==> config.mk <==
export PLATFORM = sky130hd
export DESIGN_NAME = intersection_scheduler
export DESIGN_NICKNAME = d
export VERILOG_FILES = /design/src/rtl/intersection_scheduler.sv
export SDC_FILE = /design/constraint.sdc
export NUM_CORES = 1
export LEC_CHECK = 0
export BUFFER_PORTS_ARGS = -buffer_cell sky130_fd_sc_hd__buf_2
export CORE_MARGIN = 5
export CORE_UTILIZATION = 32
export DETAILED_ROUTE_END_ITERATION = 8
export PLACE_DENSITY = 0.54
export SLEW_MARGIN = 40
export SYNTH_ARGS = -nofsm -noshare
export SYNTH_HDL_FRONTEND = slang
export SYNTH_SLANG_ARGS = --single-unit
==> constraint.sdc <==
create_clock -name CLK -period 4.21 [get_ports CLK]
set_clock_uncertainty 0.05 [all_clocks]
set_input_delay 0.842 -clock CLK [delete_from_list [all_inputs] [get_ports CLK]]
set_output_delay 0.842 -clock CLK [all_outputs]
set_load 0.01 [all_outputs]
==> src/rtl/intersection_scheduler.sv <==
// Four-approach intersection phase sequencer: TH, NN and NS vehicle greens plus a pedestrian phase,
// with round-robin service, rest-in-green, ALL_RED clearance and a millisecond phase timer.
`timescale 1ns/1ps
module intersection_scheduler #(
   parameter int unsigned T_MIN  = 8000,
   parameter int unsigned T_MAX  = 30000,
   parameter int unsigned T_AMB  = 3000,
   parameter int unsigned T_RED  = 1000,
   parameter int unsigned T_WALK = 10000
) (
   input  logic       CLK,
   input  logic       reset,
   input  logic       en,
   input  logic       ms_tick,
   input  logic       sens_th,
   input  logic       sens_nn,
   input  logic       sens_ns,
   input  logic [2:0] ped_btn,
   output logic [2:0] veh_go,
   output logic [2:0] veh_amber,
   output logic [2:0] turn_go,
   output logic [2:0] ped_go,
   output logic [2:0] phase,
   output logic       phase_start
);

   typedef enum logic [2:0] {
      ALL_RED = 3'd0,
      TH_G    = 3'd1,
      TH_A    = 3'd2,
      NN_G    = 3'd3,
      NN_A    = 3'd4,
      NS_G    = 3'd5,
      NS_A    = 3'd6,
      PED     = 3'd7
   } state_t;

   typedef enum logic [1:0] {
      SRV_TH  = 2'd0,
      SRV_NN  = 2'd1,
      SRV_NS  = 2'd2,
      SRV_PED = 2'd3
   } srv_t;

   state_t      state_q, state_d;
   logic [15:0] timer_q, timer_d;
   logic        ped_req_q, ped_req_d;
   srv_t        last_q, last_d;

   logic [2:0]  veh_go_q, veh_amber_q, turn_go_q, ped_go_q;
   logic [2:0]  veh_go_d, veh_amber_d, turn_go_d, ped_go_d;
   logic        phase_start_q, phase_start_d;

   logic        tick;
   logic [31:0] e;
   logic [3:0]  cand;
   logic [1:0]  idx;
   logic [1:0]  own;
   logic        found;
   logic        other;
   logic        green_exit;
   srv_t        pick;

   always_comb begin
      tick  = ms_tick & en;
      e     = 32'(timer_q) + 32'd1;
      cand  = {ped_req_q, sens_ns, sens_nn, sens_th};

      // Round-robin search starts one past the last served phase; TH when nothing is waiting.
      pick  = SRV_TH;
      found = 1'b0;
      idx   = '0;
      for (int unsigned k = 1; k <= 4; k++) begin
         idx = last_q + 2'(k);
         if (!found && cand[idx]) begin
            pick  = srv_t'(idx);
            found = 1'b1;
         end
      end

      case (state_q)
         NN_G:    own = 2'd1;
         NS_G:    own = 2'd2;
         default: own = 2'd0;
      endcase
      other      = |(cand & ~(4'b0001 << own));
      green_exit = (e >= T_MIN) && other && (!cand[own] || (e >= T_MAX));

      state_d = state_q;
      last_d  = last_q;
      if (tick) begin
         case (state_q)
            ALL_RED: begin
               if (e == T_RED) begin
                  last_d = pick;
                  case (pick)
                     SRV_TH:  state_d = TH_G;
                     SRV_NN:  state_d = NN_G;
                     SRV_NS:  state_d = NS_G;
                     default: state_d = PED;
                  endcase
               end
            end
            TH_G, NN_G, NS_G: begin
               if (green_exit) state_d = state_t'(state_q + 3'd1);
            end
            TH_A, NN_A, NS_A: begin
               if (e == T_AMB) state_d = ALL_RED;
            end
            default: begin
               if (e == T_WALK) state_d = ALL_RED;
            end
         endcase
      end

      // Request latching runs even while frozen; entering PED wins over a same-edge press.
      ped_req_d = ped_req_q | ((|ped_btn) && (state_q != PED));
      if (state_d == PED && state_q != PED) ped_req_d = 1'b0;

      timer_d = timer_q;
      if (state_d != state_q)              timer_d = '0;
      else if (tick && (timer_q != '1))    timer_d = timer_q + 16'd1;

      veh_go_d      = {state_d == NS_G, state_d == NN_G, state_d == TH_G};
      veh_amber_d   = {state_d == NS_A, state_d == NN_A, state_d == TH_A};
      turn_go_d     = {state_d == NN_G, state_d == NN_G, state_d == TH_G};
      ped_go_d      = {3{state_d == PED}};
      phase_start_d = (state_d != state_q);
   end

   always_ff @(posedge CLK) begin
      if (reset) begin
         state_q       <= ALL_RED;
         timer_q       <= '0;
         ped_req_q     <= 1'b0;
         last_q        <= SRV_PED;
         veh_go_q      <= '0;
         veh_amber_q   <= '0;
         turn_go_q     <= '0;
         ped_go_q      <= '0;
         phase_start_q <= 1'b0;
      end else begin
         state_q       <= state_d;
         timer_q       <= timer_d;
         ped_req_q     <= ped_req_d;
         last_q        <= last_d;
         veh_go_q      <= veh_go_d;
         veh_amber_q   <= veh_amber_d;
         turn_go_q     <= turn_go_d;
         ped_go_q      <= ped_go_d;
         phase_start_q <= phase_start_d;
      end
   end

   assign veh_go      = veh_go_q;
   assign veh_amber   = veh_amber_q;
   assign turn_go     = turn_go_q;
   assign ped_go      = ped_go_q;
   assign phase       = state_q;
   assign phase_start = phase_start_q;

endmodule
### Yosys cells after proc, flatten, opt, wreduce, memory -nomap -nowiden

Index checks and enable logic that the tools add are counted.
W data, S select, Z words.

| storage, ports and cells | value |
|---|---|
| register bits | 32 |
| word-level logic and storage cells | 95 |

| operators by class | value |
|---|---|
| muxes and demuxes | 25 |
| $lt $le $gt $ge | 7 |
| bitwise operators | 4 |
| eq/ne operators | 21 |
| reductions and logical operators | 22 |
| $add $sub $neg | 6 |
| shift operators | 1 |

Operators by type and width:

| cell | number |
|---|---|
| $eq A3 B3 Y1 const B | 7 |
| $pmux W3 S3 | 2 |
| $add A16 B1 Y17 const B | 1 |
| $eq A17 B10 Y1 const B | 1 |
| $eq A17 B12 Y1 const B | 1 |
| $eq A17 B14 Y1 const B | 1 |
| $ge A17 B13 Y1 const B | 1 |
| $ge A17 B15 Y1 const B | 1 |
| $add A16 B1 Y16 const B | 1 |
| $ne A16 B16 Y1 const B | 1 |
| $lt A2 B3 Y1 const B | 5 |
| $mux W3 | 5 |
| $eq A3 B2 Y1 const B | 4 |
| $bmux W1 S2 | 5 |
| $reduce_or A3 Y1 | 3 |
| $logic_and A1 B1 Y1 | 8 |
| $mux W1 | 8 |
| $mux W2 | 4 |
| $eq A3 B1 Y1 const B | 2 |
| $add A2 B2 Y2 const B | 2 |
| $and A4 B4 Y4 | 1 |
| $logic_not A1 Y1 | 4 |
| $not A4 Y4 | 1 |
| $pmux W2 S2 | 1 |
| other kinds (15) | 16 |

### Longest topological paths before layout

Gate-level depths: netlist of the first run.

| logic depth | value |
|---|---|
| depth in word-level cells | 21 |
| gate-level depth with buffers | 13 |
| mapped depth without buffers | 12 |

### Least setup slack after synthesis of the first run

Ideal clock, no wire load.

| timing path | value |
|---|---|
| kind | reg-to-reg |
| from | register timer_q[0] |
| to | register ped_req_q |
| required time | 4.040 ns |
| setup slack | 0.568 ns |
| arrival time | 3.473 ns |
| period minus slack after synthesis | 3.642 ns |
| path buffers | 2 |
| stages on the path, launching flop included | 13 |
| path through | dfxtp_1 -> ha_1 -> buf_2 -> nand4_1 -> nor4_1 -> or2_1 -> or4b_4 -> or3_1 -> a21boi_2 -> mux2_1 -> and3_1 -> buf_4 -> o31a_1 |

| on the way | value |
|---|---|
| longest elaborated chain between the ends | 10 |

RTL lines:

| element | line | RTL |
|---|---|---|
| start, declared | 46 | `logic [15:0] timer_q, timer_d;` |
| start signal, assigned | 144 | `timer_q <= timer_d;` |
| $add A16 B1 Y17 * | 66 | `e = 32'(timer_q) + 32'd1;` |
| $ge A17 B13 Y1 or $ge A17 B15 Y1 (tied branches) | 87 | `green_exit = (e >= T_MIN) && other && (!cand[own] \|\| (e >= T_MAX));` |
| $logic_and A1 B1 Y1 or $logic_or A1 B1 Y1 (tied branches) | 87 |  |
| $logic_and A1 B1 Y1 | 87 |  |
| $mux W3 | 105 | `if (green_exit) state_d = state_t'(state_q + 3'd1);` |
| $pmux W3 S3 * | 92 | `case (state_q)` |
| $mux W3 * | 91 | `if (tick) begin` |
| $eq A3 B3 Y1 * | 118 | `if (state_d == PED && state_q != PED) ped_req_d = 1'b0;` |
| $logic_and A1 B1 Y1 * | 118 |  |
| $reduce_or A2 Y1 (no line) * | -- |  |
| end signal, assigned | 145 | `ped_req_q <= ped_req_d;` |
| end, declared | 47 | `logic ped_req_q, ped_req_d;` |

Every way passes the cells marked *; elsewhere a longest branch is shown, timed or not.
A chain may end at the register's enable or synchronous reset.

### Worst setup path in the final report of the first run

| timing path | value |
|---|---|
| from | register timer_q[1] |
| to | register ped_req_q |

The elaborated chain is that of the path after synthesis.

==> metrics.md, run 1 <==
| Metric | Value |
|---|---|
| Slew at the pin closest to its max-slew limit | 0.5519 ns |
| Psw | 0.0001679 W |
| Max Root-Sink Buffers | 2 |
| Core Footprint | 8134 µm² |
| Worst hold path type | flop to flop |
| Clock tree root buffer cell | clkbuf_8 |
| Via count | 2402 |
| Port bufs | 25 |
| Final setup violation count | 0 |
| Cts bufs inserted | 5 |
| EDFF count, synth | 0 |
| Run status | complete, no violations |
| GRT overflow | 0 |
| Netlist Area Pre-Place | 2648 µm² |
| Top achievable clock speed | 267.3 MHz |
| Internal power consumption | 0.0005709 W |
| Wire length of the first global-routing pass | 11430 µm |
| Flip-flop and latch count after synthesis | 30 |
| Chip width | 101.0 µm |
| Num Clock Sinks | 30 |
| Portion of total power attributed to the clock network | 49.4% |
| Fraction of the yosys area taken by sequential cells | 22.68% |
| Number of cells produced by synthesis | 315 |
| Clk_lat worst skew | 0.28 ns |
| Origin of the critical flop-to-flop path | timer_q[1]$_SDFFE_PP0P_ |
| Post-Syn Nets | 333 |
| DRT iter0 DRCs | 266 |
| Antenna violations before repair | 0 |
| Maximum number of pins on one net before global-route repair | 25 |
| Hold buffer count at cts | 0 |
| Sum of negative setup slack | 0 ns |
| Cell-by-cell trace of the critical path | ha_1 -> nand4_1 -> nor4_1 -> or2_1 -> or4b_4 -> or3_1 -> a21boi_2 -> mux2_1 -> and3_1 -> o31a_1 |
| Post-synth ARST share | 0% |
| Dominant register cell in the synthesized netlist | dfxtp_1 |
| Fillers | 844 |
| Data arrival time of the critical path | 3.87 ns |
| CTS H-tree depth | 2 |
| Highest fanout seen on the critical path | 8 |
| DRC viols | 0 |
| Largest stage delay, worst path | 0.49 ns |
| Count of inserted antenna diode cells | 0 |
| Die area | 10190 µm² |
| Std-Cell Rows | 33 |
| Worst Reg-to-Reg Cells | 10 |
| Worst Hold Depth | 1 |
| Starting utilization of the core area | 32.55% |
| Layout-stage area growth over the synthesis result | 10.82% |
| TritonCTS clock tree | yes |
| Final count of pins violating max slew | 0 |
| Avg WL per Cell | 15.86 µm |
| Hold wc startpoint | last_q[1]$_SDFFE_PP1P_ |
| Worst path required time | 4.33 ns |
| Antenna viol nets, final | 0 |
| Worst IR drop on VDD | 0.1323 mV |
| DR pass1 iterations | 5 |
| Routed wire length | 6899 µm |
| Synth warnings | 0 |
| # Max-Cap Violations | 0 |
| Global-route usage over all layers | 13.89% |
| Total power consumption of the routed design | 0.0007389 W |
| Share of final-layout standard cells stronger than drive strength 1 | 23.03% |
| Max-slew headroom | 63.21% |
| Via count of the first global-routing pass | 2269 |
| Sequential share of power | 40.0% |
| Number of distinct library cells after synthesis | 75 |
| Die outline height | 101.0 µm |
| Post-CTS Setup Inserts | 0 |
| Launch point of the critical path | timer_q[1]$_SDFFE_PP0P_ |
| Endpoint type of the worst setup path | flop |
| Leakage power | 1.071 nW |
| Combinational Power Share | 10.6% |
| Post-Synthesis Mean Instance Area | 8.405 µm² |
| Setup repair after global routing missed its margin | no |
| Switching power as a share of total power | 22.73% |
| Cell with the biggest individual delay on the critical path | or4b_4 |
| I/O pin count | 26 |
| Post-detailed-route via-to-cell ratio | 5.522 |
| Endpoints failing hold | 0 |
| P per Cell Area | 251.8 nW/µm² |
| Period utilization | 88.88% |
| Detail Placement HPWL | 5092 µm |
| Placer's final routability congestion estimate | 0.8919 |
| Kind of critical path | flop to flop |
| Cts repair resizes | 0 |
| Post-route minimum period | 3.742 ns |
| Nets | 347 |
| Setup crit start kind | flop |
| Register clock-pin slew on the reported worst setup and hold paths | 0.07 ns |
## per-layer routing
metal,vias to the layer above,global-route usage [%],share of wire [%]
li1,1212,-,-
met4,0,5.215,1.6
met5,-,0,0
met3,11,1.661,5.8
met1,1106,18.82,46
met2,73,22.53,46
## cell type report
type / count / area, µm² / share of cell area (%)
tap: 105 / 131.4 / 4.478
sequential: 30 / 600.6 / 20.47
multi-input combinational: 251 / 1848 / 62.99
clock inverter: 2 / 60.06 / 2.047
inverter: 9 / 33.78 / 1.151
clock buffer: 6 / 82.58 / 2.815
timing repair buffer: 32 / 177.7 / 6.055
## cells by family (layout without fill, tap and decap cells)
group	count (synthesis)	after routing	share of synthesized area, %
flip-flops	30	30	22.68
AO/OA/AOI/OAI	68	68	20.28
buffers and inverters	34	49	7.609
XOR/XNOR	22	22	7.278
multiplexers	5	5	2.410
adder cells (fa/ha/maj)	8	8	3.781
AND/OR/NAND/NOR	148	148	35.96
## metrics by stage
stage	worst slack [ns]	util [%]	cell area (µm²)	cells	hold slack, ns
6_report	0.4682	36.07	2934	435	0.4934
2_1_floorplan	0.5677	-	2648	315	0.4366
4_1_cts	0.4793	36.07	2934	435	0.4926
3_5_place_dp	0.4986	34.32	2791	427	0.4781
3_3_place_gp	0.5197	34.29	2789	427	0.4758
5_1_grt	0.07636	36.07	2934	435	0.5188
## flip-flops by register name, indices dropped and copies added (netlist names)
signal       cells
veh_go           3
phase_start      1
ped_go           1
veh_amber        3
ped_req_q        1
last_q           2
phase            3
timer_q         16
## path summary, 6_finish.rpt
kind                            slack [ns]                endpoint
worst max-delay path                  0.47    ped_req_q$_SDFF_PP0_
worst min-delay path                  0.49  last_q[1]$_SDFFE_PP1P_
worst max register to register        0.47    ped_req_q$_SDFF_PP0_
worst min register to register        0.49  last_q[1]$_SDFFE_PP1P_
## placed cells by master, fill, tap and decap left out, drive strengths merged, types with 5 or more instances in the layout
master  netlist  layout
nand3        13      13
o22ai         5       5
nor3         16      16
ha            8       8
nor2         20      20
clkbuf        6       6
nor4         25      25
nand4         7       7
nand2b        6       6
or2           5       5
xnor2        10      10
nor3b         5       5
o21ai        11      11
xor2         12      12
inv           9       9
nand2        27      27
and3          5       5
a21o          5       5
dfxtp        30      30
buf          19      32
a21oi         7       7
## Yosys cell counts, types with 3 or more instances
| cell | number | area share, % |
|---|---|---|
| buf_2 | 4 | 0.76 |
| o31ai_1 | 3 | 0.85 |
| clkbuf_1 | 6 | 0.85 |
| nand4_1 | 5 | 1.2 |
| nand2b_1 | 6 | 1.4 |
| or3_1 | 3 | 0.71 |
| o22ai_1 | 5 | 1.2 |
| nand3_1 | 12 | 2.3 |
| mux2i_1 | 3 | 1.1 |
| o221ai_1 | 3 | 0.99 |
| dfxtp_1 | 30 | 23 |
| ha_1 | 8 | 3.8 |
| o211a_1 | 4 | 1.5 |
| and3_1 | 5 | 1.2 |
| a211o_1 | 4 | 1.3 |
| nor3_1 | 14 | 2.6 |
| nor3b_1 | 3 | 0.85 |
| nor4_2 | 7 | 3.3 |
| a21oi_1 | 7 | 1.3 |
| nand2_1 | 27 | 3.8 |
| inv_1 | 8 | 1.1 |
| nor2_1 | 20 | 2.8 |
| xnor2_1 | 10 | 3.3 |
| nor4_1 | 16 | 3.8 |
| o31a_1 | 3 | 0.99 |
| or2_2 | 3 | 0.71 |
| buf_4 | 10 | 2.8 |
| a21o_1 | 3 | 0.85 |
| xor2_1 | 12 | 4.0 |
| o21ai_0 | 10 | 1.9 |
## worst max-delay path: cells and delay by family (launching register included)
| kind | cells | cell delay, ns |
|---|---|---|
| compound gates | 2 | 0.49 |
| fa+ha+maj | 1 | 0.23 |
| flops | 1 | 0.48 |
| simple gates | 6 | 2.05 |
| mux | 1 | 0.35 |
## power by group through the flow
stage               Combinational, W  Clock [W]  Sequential [W]
global route               0.0000863   0.000392        0.000296
floorplan                  0.0000539          0        0.000302
CTS                        0.0000780   0.000378        0.000295
global placement           0.0000783          0        0.000302
detailed placement         0.0000777          0        0.000302
finish                     0.0000784   0.000365        0.000295
(Power assumes the default switching activity.)
==> inputs of run 2 (changes only) <==
- CORE_ASPECT_RATIO: default -> 1.4
==> metrics.md, run 2 (same netlist as run 1, synthesis figures left out) <==
| Metric | Value |
|---|---|
| Top delay family on crit path | simple AND/OR/NAND/NOR gates |
| Register clock-pin slew on the reported worst setup and hold paths | 0.06 ns (about the same) |
| Cts bufs inserted | 5 (unchanged) |
| Num Clock Sinks | 30 (unchanged) |
| Post-DP Area | 2773 µm² (-0.67%) |
| Port bufs | 25 (unchanged) |
| Clock tree root buffer cell | clkbuf_16 |
| Via count of the first global-routing pass | 2431 (+7.1%) |
| Multi-input gate area in the final layout | 1848 µm² (unchanged) |
| Worst IR drop on VDD | 0.1912 mV (+45%) |
| Hold buffer count at cts | 0 (unchanged) |
| Detail Placement HPWL | 5617 µm (+10%) |
| Sum of negative setup slack | 0 ns (unchanged) |
| Period utilization | 91.65% (+2.8 points) |
| Placer's final routability congestion estimate | 0.8751 (-1.9%) |
| Commonest non-fill, non-tap cell in the layout | dfxtp_1 |
| Cell with the biggest individual delay on the critical path | a211o_1 |
| Share of final-layout standard cells stronger than drive strength 1 | 22.56% (-0.47 points) |
| Leakage power | 1.063 nW (-0.74%) |
| Highest fanout seen on the critical path | 17 (+9) |
| Std-Cell Rows | 39 (+18%) |
| I/O pin count | 26 (unchanged) |
| Post-detailed-route via-to-cell ratio | 5.667 (+2.6%) |
| Largest stage delay, worst path | 0.65 ns (+0.16 ns) |
| Max reg flops | 16 (unchanged) |
| Die area | 10220 µm² (+0.25%) |
| DRC viols | 0 (unchanged) |
| CTS H-tree depth | 2 (unchanged) |
| Clk_lat worst skew | 0.28 ns (about the same) |
| P per Cell Area | 253.2 nW/µm² (+0.56%) |
| Placed instance count | 422 (-1.2%) |
| Worst hold path type | flop to flop |
| DRT iter0 DRCs | 150 (-44%) |
| Max Root-Sink Buffers | 2 (unchanged) |
| # Max-Cap Violations | 0 (unchanged) |
| Critical path buffers and inverters | 0 (unchanged) |
| Kind of critical path | flop to flop |
| Fillers | 860 (+1.9%) |
| Total power consumption of the routed design | 0.0007405 W (+0.22%) |
| Register area | 600.6 µm² (unchanged) |
| Cell type with the highest occurrence count on the critical path | nor4_1 |
| Starting utilization of the core area | 32.68% (+0.14 points) |
| Maximum number of pins on one net before global-route repair | 25 (unchanged) |
| Antenna violations before repair | 0 (unchanged) |
| Setup repair after global routing missed its margin | no |
| Antenna viol nets, final | 0 (unchanged) |
| Run status | complete, no violations |
| Nets | 345 (-0.58%) |
| Core Footprint | 8100 µm² (-0.42%) |
| Slew at the pin closest to its max-slew limit | 0.8442 ns (+0.2923 ns) |
| Cts repair resizes | 0 (unchanged) |
| Count of inserted antenna diode cells | 0 (unchanged) |
| Top achievable clock speed | 259.2 MHz (-3.0%) |
| Setup crit start kind | flop |
| GRT overflow | 0 (unchanged) |
| Data arrival time of the critical path | 3.93 ns (+0.06 ns) |
| Final setup violation count | 0 (unchanged) |
| Post-route minimum period | 3.859 ns (+0.1167 ns) |
| TritonCTS clock tree | yes |
| Die outline height | 117.6 µm (+17%) |
| Final count of pins violating max slew | 0 (unchanged) |
| Final worst slack | 0.3515 ns (-0.1167 ns) |
| Layout-stage area growth over the synthesis result | 10.44% |
| Max-slew headroom | 43.72% (-19 points) |
| Cell-by-cell trace of the critical path | ha_1 -> nand4_1 -> nor4_1 -> or2_1 -> or4b_4 -> nor3_1 -> o211a_1 -> and4_2 -> a211o_1 -> nor4_1 |
| DR pass1 iterations | 4 (-1) |
| Post-CTS Setup Inserts | 0 (unchanged) |
| Endpoint type of the worst setup path | flop |
| Global-route usage over all layers | 14.84% (+0.95 points) |
| Wire length of the first global-routing pass | 12210 µm (+6.9%) |
| Chip width | 86.88 µm (-14%) |
| Most used cells in the layout excluding fill and tap cells | 30 x dfxtp_1, 27 x nand2_1, 25 x buf_2 |
| Worst path required time | 4.28 ns (-0.05 ns) |
| Placement Setup Slack | 0.3713 ns (-0.1273 ns) |
| Fin cells | 430 (-1.1%) |
| Final Cell Area | 2924 µm² (-0.34%) |
| Avg WL per Cell | 17.21 µm (+8.5%) |
| Endpoints failing hold | 0 (unchanged) |
| Routed wire length | 7399 µm (+7.2%) |
| Register with the highest flop count | timer_q |
| Via count | 2437 (+1.5%) |
[run 2: cell types whose count changed in the layout (fill, tap and decap cells not counted), sizes merged]
cell      delta
buf          -2
bufinv       -2
clkinv       +1
clkinvlp     +1
[run 2: metal layers]
metal | vias to the layer above | GRT usage, % | wire length, µm
met5 | - | 0 | 0
met2 | 64 | 25.10 | 3682
met4 | 0 | 8.869 | 439
met3 | 31 | 2.101 | 222
li1 | 1204 | - | -
met1 | 1138 | 17.18 | 3054
[run 2: final timing paths]
| check | from | end | slack [ns] | cells after the start |
|---|---|---|---|---|
| max reg2reg | timer_q[0]$_SDFFE_PP0P_ | timer_q[12]$_SDFFE_PP0P_ | 0.35 | 10 |
| max | timer_q[0]$_SDFFE_PP0P_ | timer_q[12]$_SDFFE_PP0P_ | 0.35 | 10 |
| min reg2reg | last_q[0]$_SDFFE_PP1P_ | last_q[0]$_SDFFE_PP1P_ | 0.49 | 2 |
| min | last_q[0]$_SDFFE_PP1P_ | last_q[0]$_SDFFE_PP1P_ | 0.49 | 2 |
[run 2: power breakdown]
part           total [W]  switching (W)  internal (W)
Combinational  0.0000755      0.0000473     0.0000281
Clock           0.000368       0.000134      0.000234
Sequential      0.000297     0.00000782      0.000289
[run 2: final cells by class]
class                   count  share of cell area (%)
multi-input cells         251                   63.20
inverters                   9                   1.155
repair buffers             30                   5.563
well taps                 102                   4.365
clock inverters             2                  0.4279
clock buffers               6                   4.750
flip-flops and latches     30                   20.54
[run 2: per-stage QoR]
step	util (%)	hold WS (ns)
after floorplan	-	0.4366
after global placement	34.20	0.4732
after detailed placement	34.23	0.4804
after CTS	36.10	0.4959
after global routing	36.10	0.5404
final	36.10	0.4878
[run 2: worst register-to-register path: cells and delay by family (launching register included)]
| family | cells | cell delay [ns] |
|---|---|---|
| adder cells (fa/ha/maj) | 1 | 0.24 |
| AO/OA/AOI/OAI | 2 | 0.89 |
| flip-flops | 1 | 0.49 |
| AND/OR/NAND/NOR | 7 | 2.05 |
